## src/rtl/adder_pkg.sv

```systemverilog
// Shared definitions for the serial adder family: FSM state encoding and a
// constant-foldable ceiling-log2 used to size counters.
package adder_pkg;

   typedef enum logic [1:0] {
      S_IDLE = 2'd0,
      S_RUN  = 2'd1,
      S_DONE = 2'd2
   } state_t;

   // Returns ceil(log2(value)); callers clamp to a minimum width of 1.
   function automatic int clog2(input int value);
      int r;
      int v;
      r = 0;
      v = value - 1;
      while (v > 0) begin
         r = r + 1;
         v = v >> 1;
      end
      return r;
   endfunction

endpackage

```

## src/rtl/digit_adder.sv

```systemverilog
// Combinational DIGIT-bit ripple adder built from a chain of fulladder cells;
// serial_adder uses it for one digit per clock.
module digit_adder #(
   parameter int DIGIT = 1
) (
   input  logic [DIGIT-1:0] a,
   input  logic [DIGIT-1:0] b,
   input  logic             c_in,
   output logic [DIGIT-1:0] sum,
   output logic             c_out
);

   logic [DIGIT:0] carry;

   assign carry[0] = c_in;

   for (genvar i = 0; i < DIGIT; i++) begin : g_fa
      fulladder u_fa (
         .a    (a[i]),
         .b    (b[i]),
         .c_in (carry[i]),
         .sum  (sum[i]),
         .c_out(carry[i+1])
      );
   end

   assign c_out = carry[DIGIT];

endmodule

```

## src/rtl/fulladder.sv

```systemverilog
// Single-bit full adder; the building block chained by digit_adder.
module fulladder (
   input  logic a,
   input  logic b,
   input  logic c_in,
   output logic sum,
   output logic c_out
);

   assign sum   = a ^ b ^ c_in;
   assign c_out = (a & b) | (c_in & (a ^ b));

endmodule

```

## src/rtl/serial_adder.sv

```systemverilog
// Multi-cycle adder: {c_out,sum} = a + b + c_in, computed DIGIT bits per clock
// through a single registered carry, with valid/ready handshakes on both sides.
module serial_adder
   import adder_pkg::*;
#(
   parameter int WIDTH = 8,
   parameter int DIGIT = 1
) (
   input  logic             clk,
   input  logic             rst,
   input  logic             in_valid,
   output logic             in_ready,
   input  logic [WIDTH-1:0] a,
   input  logic [WIDTH-1:0] b,
   input  logic             c_in,
   output logic             out_valid,
   input  logic             out_ready,
   output logic [WIDTH-1:0] sum,
   output logic             c_out,
   output logic             busy
);

   localparam int N  = WIDTH / DIGIT;
   localparam int CW = (clog2(N) < 1) ? 1 : clog2(N);

   if (WIDTH < 1 || DIGIT < 1 || DIGIT > WIDTH || (WIDTH % DIGIT) != 0) begin : g_param_check
      $error("serial_adder: WIDTH must be >= 1 and a multiple of DIGIT, with 1 <= DIGIT <= WIDTH");
   end

   state_t                 state;
   logic [WIDTH-1:0]       a_sh;
   logic [WIDTH-1:0]       b_sh;
   logic                   carry;
   logic [CW-1:0]          cnt;
   logic [DIGIT-1:0]       d_sum;
   logic                   d_cout;
   logic [WIDTH+DIGIT-1:0] sum_cat;

   digit_adder #(.DIGIT(DIGIT)) u_digit (
      .a    (a_sh[DIGIT-1:0]),
      .b    (b_sh[DIGIT-1:0]),
      .c_in (carry),
      .sum  (d_sum),
      .c_out(d_cout)
   );

   // New digits enter at the MSB end so that after N shifts the LSB digit lands at bit 0.
   assign sum_cat  = {d_sum, sum};
   assign in_ready = (state == S_IDLE) && !rst;
   assign busy     = (state != S_IDLE);

   always_ff @(posedge clk) begin
      if (rst) begin
         state     <= S_IDLE;
         out_valid <= 1'b0;
         sum       <= '0;
         c_out     <= 1'b0;
         carry     <= 1'b0;
         cnt       <= '0;
         a_sh      <= '0;
         b_sh      <= '0;
      end else begin
         case (state)
            S_IDLE: begin
               if (in_valid && in_ready) begin
                  a_sh  <= a;
                  b_sh  <= b;
                  carry <= c_in;
                  cnt   <= '0;
                  state <= S_RUN;
               end
            end
            S_RUN: begin
               sum   <= sum_cat[WIDTH+DIGIT-1:DIGIT];
               a_sh  <= a_sh >> DIGIT;
               b_sh  <= b_sh >> DIGIT;
               carry <= d_cout;
               cnt   <= cnt + 1'b1;
               if (cnt == CW'(N - 1)) begin
                  state     <= S_DONE;
                  out_valid <= 1'b1;
                  c_out     <= d_cout;
               end
            end
            S_DONE: begin
               if (out_ready) begin
                  state     <= S_IDLE;
                  out_valid <= 1'b0;
               end
            end
            default: state <= S_IDLE;
         endcase
      end
   end

endmodule

```

## config.mk

```make
export PLATFORM = sky130hd
export DESIGN_NAME = serial_adder
export DESIGN_NICKNAME = d
export VERILOG_FILES = /design/src/rtl/adder_pkg.sv /design/src/rtl/digit_adder.sv /design/src/rtl/fulladder.sv /design/src/rtl/serial_adder.sv
export SDC_FILE = /design/constraint.sdc
export NUM_CORES = 1
export LEC_CHECK = 0
export CORE_MARGIN = 3
export CORE_UTILIZATION = 34
export CTS_BUF_LIST = sky130_fd_sc_hd__clkbuf_8
export DETAILED_ROUTE_END_ITERATION = 10
export DONT_BUFFER_PORTS = 1
export GPL_TIMING_DRIVEN = 0
export PLACE_DENSITY_LB_ADDON = 0.2
export SLEW_MARGIN = 20
export SYNTH_ARGS = -nofsm -noshare
export SYNTH_HDL_FRONTEND = slang
export SYNTH_SLANG_ARGS = --single-unit
```

## constraint.sdc

```tcl
create_clock -name clk -period 1.4 [get_ports clk]
set_input_delay 0.07 -clock clk [delete_from_list [all_inputs] [get_ports clk]]
set_output_delay 0.07 -clock clk [all_outputs]
set_load 0.03 [all_outputs]
```

# Word level (Yosys, flattened, before mapping)
# Cells that the tools add are included.
[totals]
out_inout_bits = 12
word_cells = 46
register_bits = 32
[classes]
addsub = 1
mux = 15
n_eq_ne = 6
n_bitwise = 5
n_reduce_logical = 11
[op_table]
columns = ["operator", "n"]
rows = [
  ["one-hot mux 8 bit (2 select lines)", 2],
  ["two-way mux 8 bit", 2],
  ["two-way mux 2 bit", 3],
  ["one-hot mux 2 bit (3 select lines)", 1],
  ["one-hot mux 3 bit (2 select lines)", 1],
  ["AND reduction 3 bit", 2],
  ["nonzero test 2 bit", 3],
  ["inequality test 2 bit, second input constant", 2],
  ["one-hot mux 1 bit (2 select lines)", 2],
  ["AND reduction 2 bit", 2],
  ["adder 3 x 1 -> 3 bit, second input constant", 1],
  ["equality test 3 bit, second input constant", 1],
  ["two-way mux 1 bit", 3],
  ["two-way mux 3 bit", 1],
  ["AND 1 bit", 2],
  ["equality test 2 x 1 -> 1 bit, second input constant", 1],
  ["equality test 2 bit, second input constant", 1],
  ["logical AND 1 bit", 2],
  ["logical NOT 2 bit", 1],
  ["inequality test 2 x 1 -> 1 bit, second input constant", 1],
  ["bitwise XOR 1 bit", 2],
  ["logical NOT 1 bit", 1],
  ["bitwise OR 1 bit", 1],
]

# Longest topological paths before layout
[depth]
ltp_word = 5
depth_mapped = 6
ltp_nobuf = 5

# By module
# Synthesis repeated with hierarchy kept, for this count alone.
[unflattened]
hier_cells = 151
area_unflattened_um2 = 1347.5
[modules_own_cells]
columns = ["module", "seq_area_each_um2", "n_inst", "cells_per_inst", "area_each_um2"]
rows = [
  ["serial_adder", 640.6, 1, 150, 1327.5],
  ["fulladder", 0.0, 1, 1, 20.0],
]

# Worst setup path before layout
# No wires, ideal clock.
[synth_path]
path_kind = "reg2out"
from = "reg state[1]"
to = "out in_ready"
path_buffers = 1
t_arrival_ps = 1124
stages_incl_launch_ff = 5
required_time_ps = 1330
slack_ps = 206
path_cell_list = "dfxtp_1 > buf_6 > nor2_4 > inv_1 > nor2_1"
[synth_between]
elab_chain_len = 2
[synth_rtl]
columns = ["item", "line", "rtl"]
rows = [
  ["start, declared", "serial_adder.sv:30", "state_t state;"],
  ["start signal, assigned", "serial_adder.sv:54", "state <= S_IDLE;"],
  ["start signal, assigned", "serial_adder.sv:70", "state <= S_RUN;"],
  ["start signal, assigned", "serial_adder.sv:80", "state <= S_DONE;"],
  ["logical NOT 2 bit", "serial_adder.sv:49", "assign in_ready = (state == S_IDLE) && !rst;"],
  ["logical AND 1 bit", "serial_adder.sv:49", ""],
  ["end, declared", "serial_adder.sv:12", "output logic in_ready,"],
]
# Every way passes these cells.

# Final worst setup path
# Ends and elaborated chain as after synthesis.

==> metrics.txt <==
die height between 70 and 80 µm; syn nets ~170; Hold Crit Class in2reg; antenna viol nets, final 0; core area roughly 3900 µm²; Most common cell on crit path nor2_4; Bufs and invs on worst path 2; TNS Setup 0 ps; Slew @ Worst Pin 549 ps; clk slew on worst S/H paths around 60 ps; nets@finish 199; Slew HR 0.634; P_int approximately 1.6 mW; leading area contributor after synthesis dfxtp_1; Finished Layout Cells roughly 220; worst stage delay on the critical path 310 ps; DRT iter0 DRCs 73; Total GRT Usage 0.135; Worst Path Max Fanout 10; synthesized area around 1400 µm²; #FFs+latches synth 32; Mean Syn Cell Area between 9 and 10 µm²; Final Cycle Share 0.952; Setup WS post-layout slightly below 70 ps; Final Critical Period between 1000 and 1500 ps; Top FF cell, synth dfxtp_1; Slowest-stage cell, CP dfxtp_1; hold path startpoint in_valid; Power Density around 1200 nW/µm²; first-pass GRT wire length between 5 and 6 mm; area growth from synthesis to final layout 25.3%; Final Max Tran Viols 0; most frequent cells in the layout 32 x dfxtp_1, 18 x inv_1, 18 x nand2_1, 18 x a21oi_1, 18 x dlygate4sd3_1; TritonCTS Buffers 5; GPL Wtd Cong around 0.68; Static Leakage roughly 0.68 nW; crit path launch type flip-flop; YS warnings 0; total of max-cap violations 0; Synth cell types 29; Die X just over 70 µm; drt drc 0; clock power share 0.398; Port Buffers 0; site row count 22; endpoint type of the worst setup path output pin; Reg power frac 0.470; RSZ-0062 raised after global routing true; CP top delay family simple AND/OR/NAND/NOR gates; H-Tree Depth 2; Final Util 0.465; initial antenna violation count 0; dpl cells 198; Worst Skew between 5 and 6 ps; final hold vios 0; DP HPWL ~2.1 mm; switching fraction of total power 0.239; hold_ws approximately 1.3 ps; EDFF count, synth 0; placed inst area 1490 µm²; worst path arrival time approximately 1300 ps; launch point of the worst path state[1]; Max rail drop VDD a little over 500 µV; Final Setup Violations 0; Pwr Total 2.14 mW; combinational share of power 0.131; critical-path cell list buf_6, nor2_4, inv_1, nor2_4; share of layout cells above drive strength 1 0.216; worst-case clock buffer depth 2; asr flop ratio synth 0; status completed; Root Buffer clkbuf_8; most common cell after layout, fill and taps aside dfxtp_1; clock latency on the worst-skew pair between 200 and 300 ps; number of global-route vias before repair between 1000 and 1500; Avg WL per Cell 13.4 µm; ANT cells 0; vias between 1000 and 1500; Crit Path Category reg2out; register area share after synthesis 0.448; DP Worst Slack about 150 ps; Yosys top cell area share 0.448; via/cell ratio between 5 and 6; WL final roughly 3 mm; post-route design area between 1500 and 2000 µm²; Worst EP required 1330 ps; die area 5020 µm²; clock sinks 32; largest cells by area after synthesis dfxtp_1 45%, o221a_1 7.1%, a21oi_1 6.3%; CTS tree yes; Max Clock Freq around 750 MHz; Syn Inst Count 150; Overflow after GRT 0; Worst R2R Start cnt[0]; number of I/O pins 33; pin count of the biggest net entering global routing 11; First-pass DRT Iterations 4; net switching power figure just over 500 µW; Starting Density 0.371
==> path summary, 6_finish.rpt <==
check	endpoint	slack, ps	cells after the start
max	in_ready	70	4
min reg2reg	a_sh[7]	510	2
max reg2reg	out_valid	130	5
min	state[0]	1	2
==> registers in the layout, indices dropped and copies added, names as in the netlist <==
name / count
carry: 1
sum: 8
b_sh: 8
out_valid: 1
c_out: 1
a_sh: 8
state: 2
cnt: 3
==> power by group through the flow <==
stage / Sequential [mW] / Clock [mW] / Combinational, mW
6_report: 1.00 / 0.851 / 0.281
4_1_cts: 1.00 / 0.872 / 0.285
2_1_floorplan: 1.02 / 0 / 0.201
3_3_place_gp: 1.02 / 0 / 0.232
3_5_place_dp: 1.02 / 0 / 0.238
5_1_grt: 1.01 / 0.924 / 0.315
==> area by class of cell <==
type,count,area [µm²]
Fill cell,380,2060
Timing Repair Buffer,18,180
Inverter,17,63.8
Clock inverter,3,38.8
Buffer,12,103
Multi-Input combinational cell,89,638
Tap cell,48,60.1
Sequential cell,32,641
Clock buffer,5,68.8
==> cells by family after synthesis <==
logic type	Yosys count	synth area share
AO/OA/AOI/OAI	47	0.262
adder cells (fa/ha/maj)	3	0.0315
flip-flops	32	0.448
AND/OR/NAND/NOR	37	0.128
buffers and inverters	29	0.116
multiplexers	2	0.0140
==> what timing repair did <==
item | 4_1_cts | 5_1_grt
hold buffers | 18 | 0
setup buffers | 0 | 0
gates cloned | 0 | 0
gates resized for setup | 2 | 1
hold endpoints to repair | 19 | 0
setup endpoints to repair | 1 | 2
==> synthesized netlist by cell type (2+ instances only) <==
library cell and number:
dfxtp_1 32, a22oi_1 4, o221a_2 6, clkbuf_1 2, a21oi_2 8, nand2_1 18
nor2_4 2, nand2b_1 2, ha_1 2, a21oi_1 18, o221a_1 9, mux2i_1 2
inv_1 17, buf_6 4, nor2_1 8, buf_4 2, buf_2 2
==> per-layer routing <==
metal | wire (µm) | global-route usage | share of wire | vias to the layer above
met5 | 0 | 0 | 0 | -
met4 | 47 | 0.0564 | 0.016 | 0
met3 | 193 | 0.0483 | 0.064 | 4
met2 | 1370 | 0.217 | 0.46 | 28
met1 | 1390 | 0.162 | 0.46 | 525
li1 | - | - | - | 566
Power figures use the tool's default switching activity.
